===== src/rtl/sim_skid_buffer_pkg.sv =====
// Shared definitions for the simulation misc ready/valid stages.
// The state encoding doubles as the occupancy count so stages can export it directly.
package sim_skid_buffer_pkg;

    localparam int unsigned STATE_W = 2;

    localparam logic [STATE_W-1:0] EMPTY = 2'd0;
    localparam logic [STATE_W-1:0] ONE   = 2'd1;
    localparam logic [STATE_W-1:0] FULL  = 2'd2;

endpackage


===== src/rtl/sim_skid_buffer.sv =====
// Registered ready/valid stage with a 2-entry skid: cuts data, valid and ready paths while
// sustaining one beat per cycle. All outputs come straight from flops.
module sim_skid_buffer
    import sim_skid_buffer_pkg::*;
#(
    parameter int                 BW_DATA    = 32,
    parameter logic [BW_DATA-1:0] RESET_DATA = '0
) (
    input  logic               clk,
    input  logic               rst,
    input  logic               clear,
    input  logic               s_valid,
    output logic               s_ready,
    input  logic [BW_DATA-1:0] s_data,
    output logic               m_valid,
    input  logic               m_ready,
    output logic [BW_DATA-1:0] m_data,
    output logic [1:0]         occupancy
);

    logic [STATE_W-1:0] state;
    logic [BW_DATA-1:0] main_q;
    logic [BW_DATA-1:0] skid_q;
    logic               accept;
    logic               consume;

    assign accept  = s_valid & s_ready;
    assign consume = m_valid & m_ready;

    // NOTE: every register here is assigned with <= so that all of them see the
    // pre-edge values of state/main_q/skid_q regardless of statement order.
    always_ff @(posedge clk) begin
        if (rst || clear) begin
            // NOTE: skid_q is deliberately not reset; it is only read while FULL,
            // and FULL is reachable only after skid_q has been written.
            state   <= EMPTY;
            main_q  <= RESET_DATA;
            m_valid <= 1'b0;
            s_ready <= 1'b1;
        end else begin
            case (state)
                EMPTY: begin
                    if (accept) begin
                        state   <= ONE;
                        main_q  <= s_data;
                        m_valid <= 1'b1;
                    end
                end
                ONE: begin
                    case ({accept, consume})
                        2'b11: main_q <= s_data;
                        2'b10: begin
                            state   <= FULL;
                            skid_q  <= s_data;
                            s_ready <= 1'b0;
                        end
                        2'b01: begin
                            state   <= EMPTY;
                            m_valid <= 1'b0;
                        end
                        default: ;
                    endcase
                end
                FULL: begin
                    // s_ready is low here, so s_valid cannot cause an accept.
                    if (consume) begin
                        state   <= ONE;
                        main_q  <= skid_q;
                        s_ready <= 1'b1;
                    end
                end
                default: begin
                    state   <= EMPTY;
                    m_valid <= 1'b0;
                    s_ready <= 1'b1;
                end
            endcase
        end
    end

    assign m_data    = main_q;
    assign occupancy = state;

`ifdef SIM
    a_ctrl_known: assert property (@(posedge clk) disable iff (rst)
        !$isunknown({s_valid, m_ready}));

    a_no_accept_full: assert property (@(posedge clk) disable iff (rst || clear)
        (state == FULL) |-> !s_ready);

    a_stall_stable: assert property (@(posedge clk) disable iff (rst || clear)
        (m_valid && !m_ready) |=> (m_valid && $stable(m_data)));
`endif

endmodule


===== config.mk =====
export PLATFORM = sky130hd
export DESIGN_NAME = sim_skid_buffer
export DESIGN_NICKNAME = d
export VERILOG_FILES = /design/src/rtl/sim_skid_buffer_pkg.sv /design/src/rtl/sim_skid_buffer.sv
export SDC_FILE = /design/constraint.sdc
export NUM_CORES = 1
export LEC_CHECK = 0
export BUFFER_PORTS_ARGS = -buffer_cell sky130_fd_sc_hd__buf_2
export CORE_UTILIZATION = 52
export CTS_CLUSTER_DIAMETER = 100
export DETAILED_ROUTE_END_ITERATION = 6
export GPL_TIMING_DRIVEN = 0
export PLACE_DENSITY = 0.84
export REMOVE_ABC_BUFFERS = 1
export SETUP_SLACK_MARGIN = 0.5
export SYNTH_ARGS = -nofsm -noshare
export SYNTH_HDL_FRONTEND = slang
export SYNTH_SLANG_ARGS = --single-unit

===== constraint.sdc =====
create_clock -name clk -period 2.6 [get_ports clk]
set_input_delay 0.13 -clock clk [delete_from_list [all_inputs] [get_ports clk]]
set_output_delay 0.13 -clock clk [all_outputs]
set_load 0.03 [all_outputs]

==> results of run 1 <==
state kept, by name (all words and copies together) (netlist names):
signal and flops:
skid_q 32, s_ready 1, occupancy 2, m_data 32, m_valid 1
layer usage:
layer	global-route usage	vias to the layer above	wire length, microns
met4	0.110	0	66
li1	-	1056	-
met3	0.0431	7	335
met1	0.312	1116	3040
met2	0.426	82	3510
met5	0	-	0
power by group:
group          leakage [nW]  internal, mW  switching, mW
Combinational         0.668         0.125          0.193
Sequential            0.583          1.15         0.0198
Clock                0.0905         0.397          0.374
cell type report:
type                       instances  area [sq um]  area share
clock buffer                      14           163      0.0440
tap                               70          87.6      0.0237
inverter                           1          3.75     0.00102
multi-input combinational        119          1050       0.284
clock inverter                     2          10.0     0.00271
timing repair buffer             105           701       0.190
sequential                        68          1680       0.455
worst min path at each step:
stage	endpoint	startpoint	depth (start not counted)
2_1_floorplan	skid_q[0]	s_data[0]	0
3_3_place_gp	skid_q[20]	s_data[20]	1
3_5_place_dp	skid_q[27]	s_data[27]	1
4_1_cts	s_ready	rst	3
5_1_grt	s_ready	clear	3
6_report	s_ready	rst	3
cell families after synthesis:
| kind of cell | share of synthesized area |
|---|---|
| mux | 0.116 |
| simple gates | 0.0294 |
| buf+inv | 0.0483 |
| compound gates | 0.216 |
| flops | 0.591 |
cells in the mapped netlist, types with 2 or more instances:
library cell / n
buf_6: 4
buf_1: 2
a211oi_2: 3
a2111oi_1: 3
clkbuf_1: 15
mux2i_1: 33
buf_2: 5
a21oi_1: 2
dfxtp_1: 36
or2_2: 2
and3b_1: 2
edfxtp_1: 32
o21ai_0: 2
a211oi_1: 29
a2111oi_0: 29
worst register-to-register path, cell delays in order (launching register included):
cell and delay, ns:
dfxtp_1 0.39, and4bb_2 0.83, a211o_4 0.44, a211oi_1 0.16
timing repair:
item,4_1_cts,5_1_grt
hold buffers,32,0
setup endpoints to repair,64,32
resized for setup,4,1
hold endpoints to repair,32,0
==> impl_metrics.ini, run 1 <==
[floorplan]
rows = 26
die_h_microns = 76
io_pins = 73
initial_core_util = 0.547
die_w_microns = 76
core_sq_mm = 0.00520
die_area_sq_mm = 0.00578

[layout]
drive_above_1_share = 0.317
layout.cells.non_filler = 379
diodes = 0
nNetsFinal = 341
fill_cells = 373
stdcell_area_sq_mm = 0.00369
final_common_cell = buf_2
final_cell_mix = buf_2, dfxtp_1, mux2i_1
final_core_util = 0.710
synthToLayoutAreaGrowth_pct = 29.7

[grt]
grt_antenna_before_repair = 0
grt_overflow = 0
grt_use_total = 0.250
grt_max_degree = 37
grt_pass1_vias = 2317
grt_pass1_wl_mm = 11.2

[critical_path]
cp-startpoint = occupancy[1]
ff2ff_setup_slack_ns = 0.63
rr_endpoint = m_data[3]
cp.required_ns = 2.78
startpoint_type = register
path_buf_inv = 0
slowest_stage = and4bb_2
cp_slowest_stage_delay_ns = 0.82
cpLargestDelayFamily = simple AND/OR/NAND/NOR gates
r2r-start = occupancy[1]
cp_max_fo = 34
crit_cells = 3
cp.arrival_ns = 2.15
crit_chain = and4bb_2 > a211o_4 > a211oi_1
crit_type = reg2reg
worstSetupEndpoint = m_data[3]
reg2regPathDepth = 3
critPathCaptureType = register

[yosys]
yosys.area.top_type = edfxtp_1
synthTopCellsByArea = edfxtp_1, dfxtp_1, mux2i_1
yosysSeqAreaShare = 0.591
ys_async_sr_fraction = 0
synth_top_cell_area_share = 0.337
yosys_warnings = 0
ys.flop_type = dfxtp_1
syn_inst = 214
netlist_area_sq_mm = 0.00285
synth_cell_types = 30
synth-edff-count = 32
ys_ff_latch = 68
syn_area_per_cell_sq_um = 13.3

[place]
gp_congestion = 0.737
dp_slack_ns = -0.117
dpl_cell_area_sq_mm = 0.00319
dpl.hpwl_mm = 3.63
portBuffers = 72
dp_cells = 331

[timing]
setup_ws_ns = 0.626
hold_slack_ns = 0.0250
fin_crit_sh = 0.759
worstMarginPinSlew_ns = 0.760
period_minus_slack_ns = 1.97
hold_violations = 0
clock.fmax_mhz = 507
max_slew_margin = 0.493
setup_viol = 0
setup_tns_ns = 0
slew_viol_final = 0
rsz0062_at_grt = no
finalClockSkew_ns = 0.00317

[route]
drt_iter0_drc = 126
wirelength_mm = 6.95
routedWlPerCell_microns = 18.3
vias_per_cell = 5.97
dr.pass1.iters = 4
final_antenna_net_count = 0
vias = 2261
drc = 0

[min_path]
hold_path.class = in2reg

[pwr]
vdd_drop_max_mv = 0.440
power_mw = 2.26
leakagePower_nw = 1.34
pwr_density_cell_mw_per_mm2 = 612

[clocking]
cts_root_buf = clkbuf_8
clock_path_buffers = 2
clk_pin_slew_ns = 0.07
cts_tree = done
cts.sinks = 68
htree_num_levels = 3
cts_made_buffers = 9
clk_latency_ns = 0.34
postCtsSetupBuffers = 0

[job]
max-cap-violations = 0

[status]
status = finished, final reports clean
Note: power is estimated with default switching activity, not from simulation.
==> run 2, diff against run 1 <==
- ABC_AREA: unset -> 1
- clock period: 2.6 -> 2 ns (I/O delays scaled with it)
==> impl_metrics.ini, run 2 <==
[status]
status = finished, final reports clean

[critical_path]
startpoint_type = register
reg2regPathDepth = 4
r2r-start = occupancy[0]
crit_type = reg2reg
cp_max_fo = 21
cp_slowest_stage_delay_ns = 0.41
cp.arrival_ns = 1.50
rr_endpoint = skid_q[8]
cp.required_ns = 2.05
slowest_stage = dfxtp_4
crit_chain = inv_8 > nor4_4 > buf_4 > buf_6
cp-startpoint = occupancy[0]
ff2ff_setup_slack_ns = 0.55
critPathCaptureType = register

[grt]
grt_overflow = 0
grt_pass1_vias = 2460
use_met3 = 0.0701
grtUsageMet1 = 0.330
grt_max_degree = 36
grt_use_total = 0.282
top_usage_layer = met2
grt_pass1_wl_mm = 11.5
grt_antenna_before_repair = 0
grt_util_met2 = 0.471

[route]
drc = 0
final_antenna_net_count = 0
routedWlPerCell_microns = 15.9
vias_per_cell = 5.36
wirelength_mm = 8.08
dr.pass1.iters = 7
vias = 2725
drt_iter0_drc = 269

[clocking]
clk_latency_ns = 0.34
cts_root_buf = clkbuf_8
cts_made_buffers = 9
htree_num_levels = 3
clock_path_buffers = 2
cts_tree = done
cts.sinks = 68
clk_pin_slew_ns = 0.07

[timing]
worstMarginPinSlew_ns = 0.527
slew_viol_final = 0
rsz0062_at_grt = no
max_slew_margin = 0.647
setup_tns_ns = 0
hold_violations = 0
setup_viol = 0
fin_crit_sh = 0.725
hold_slack_ns = 0.0662
clock.fmax_mhz = 690
setup_ws_ns = 0.551
period_minus_slack_ns = 1.45
finalClockSkew_ns = 0.00534

[yosys]
yosys_warnings = 0
yosysSeqAreaShare = 0.593
synth_cell_types = 18
syn_area_per_cell_sq_um = 8.97
ys_async_sr_fraction = 0
synthTopCellsByArea = edfxtp_1, dfxtp_1, nand2_1
ys_ff_latch = 68
netlist_area_sq_mm = 0.00284
ys.flop_type = dfxtp_1
synth_top_cell_area_share = 0.339
synthTopCellsByCount = nand2_1, a21oi_1, nand3_1
synth-edff-count = 32
syn_inst = 316
yosysMostFrequentCell = nand2_1
yosys.area.top_type = edfxtp_1

[pwr]
clkPwrFrac = 0.359
intPower_mw = 2.28
p_comb_frac = 0.148
vdd_drop_max_mv = 0.440
pwr_density_cell_mw_per_mm2 = 776
p_seq_frac = 0.493
leakagePower_nw = 1.78
netSwitchingPower_mw = 0.797
power.share.switching = 0.259

[min_path]
hold_path.class = in2reg
whs_path_depth = 3
worstHoldStart = clear
whs_endpoint = s_ready

[job]
max-cap-violations = 0

[layout]
drive_above_1_share = 0.279
diodes = 0
layout.cells.non_filler = 508
stdcell_area_sq_mm = 0.00397
nNetsFinal = 470
synthToLayoutAreaGrowth_pct = 39.9
final_cell_mix = nand2_1, buf_2, a21oi_1
fill_cells = 342

[place]
dpl.hpwl_mm = 3.80
dp_cells = 439
portBuffers = 72
dpl_cell_area_sq_mm = 0.00320
gp_congestion = 0.754
dp_slack_ns = -1.09

[floorplan]
die_w_microns = 75.8
io_pins = 73
core_sq_mm = 0.00517
rows = 26
initial_core_util = 0.548
die_area_sq_mm = 0.00575
die_h_microns = 75.8
## run 2: repair_timing
item	4_1_cts	5_1_grt
endpoints found under the setup margin	69	56
pin swaps	4	2
gates resized for setup	16	6
endpoints found under the hold margin	32	0
hold buffers	32	0
setup buffers	11	6
gates cloned	3	1
## run 2: critical path: cells and delay by family, from the launching register on
family	cells	cell delay (ns)
AND/OR/NAND/NOR	1	0.30
buffers and inverters	3	0.44
flip-flops	1	0.41
## run 2: kinds of logic (layout without fill, tap and decap cells)
kind of cell / count (synthesis) / in the layout / share of synthesized area
AO/OA/AOI/OAI: 71 / 72 / 0.129
AND/OR/NAND/NOR: 149 / 151 / 0.222
buffers and inverters: 28 / 147 / 0.0552
flip-flops: 68 / 68 / 0.593
## run 2: stage by stage
stage	utilization	total power [mW]
2_1_floorplan	-	1.77
3_3_place_gp	0.608	1.88
3_5_place_dp	0.618	1.89
4_1_cts	0.752	3.05
5_1_grt	0.767	3.18
6_report	0.767	3.08
## run 2: cell type report
type	count	area [sq um]	share of cell area
repair buffers	125	865	0.218
clock inverters	2	35.0	0.00883
inverters	5	26.3	0.00662
flip-flops and latches	68	1690	0.426
well taps	70	87.6	0.0221
multi-input cells	223	1100	0.278
repair inverters	1	6.26	0.00158
clock buffers	14	153	0.0385
## run 2: metal layers
metal,share of wire,vias up
met5,0,-
met4,0.021,0
met2,0.50,142
li1,-,1324
met1,0.40,1239
met3,0.079,20
## run 2: power by group through the flow
stage               registers, mW  clock network (mW)  logic [mW]
floorplan                    1.62                   0       0.151
global placement             1.55                   0       0.334
CTS                          1.52                1.10       0.432
detailed placement           1.55                   0       0.346
global route                 1.52                1.16       0.493
finish                       1.52                1.11       0.454
## run 2: worst max-delay path by stage
stage	to	slack (ns)	cells after the start
after floorplan	skid_q[0]	-2.80	3
after global routing	m_data[29]	0.47	6
after global placement	skid_q[6]	-4.87	4
final	skid_q[8]	0.55	4
after detailed placement	m_data[29]	-1.09	5
after CTS	skid_q[8]	0.52	5
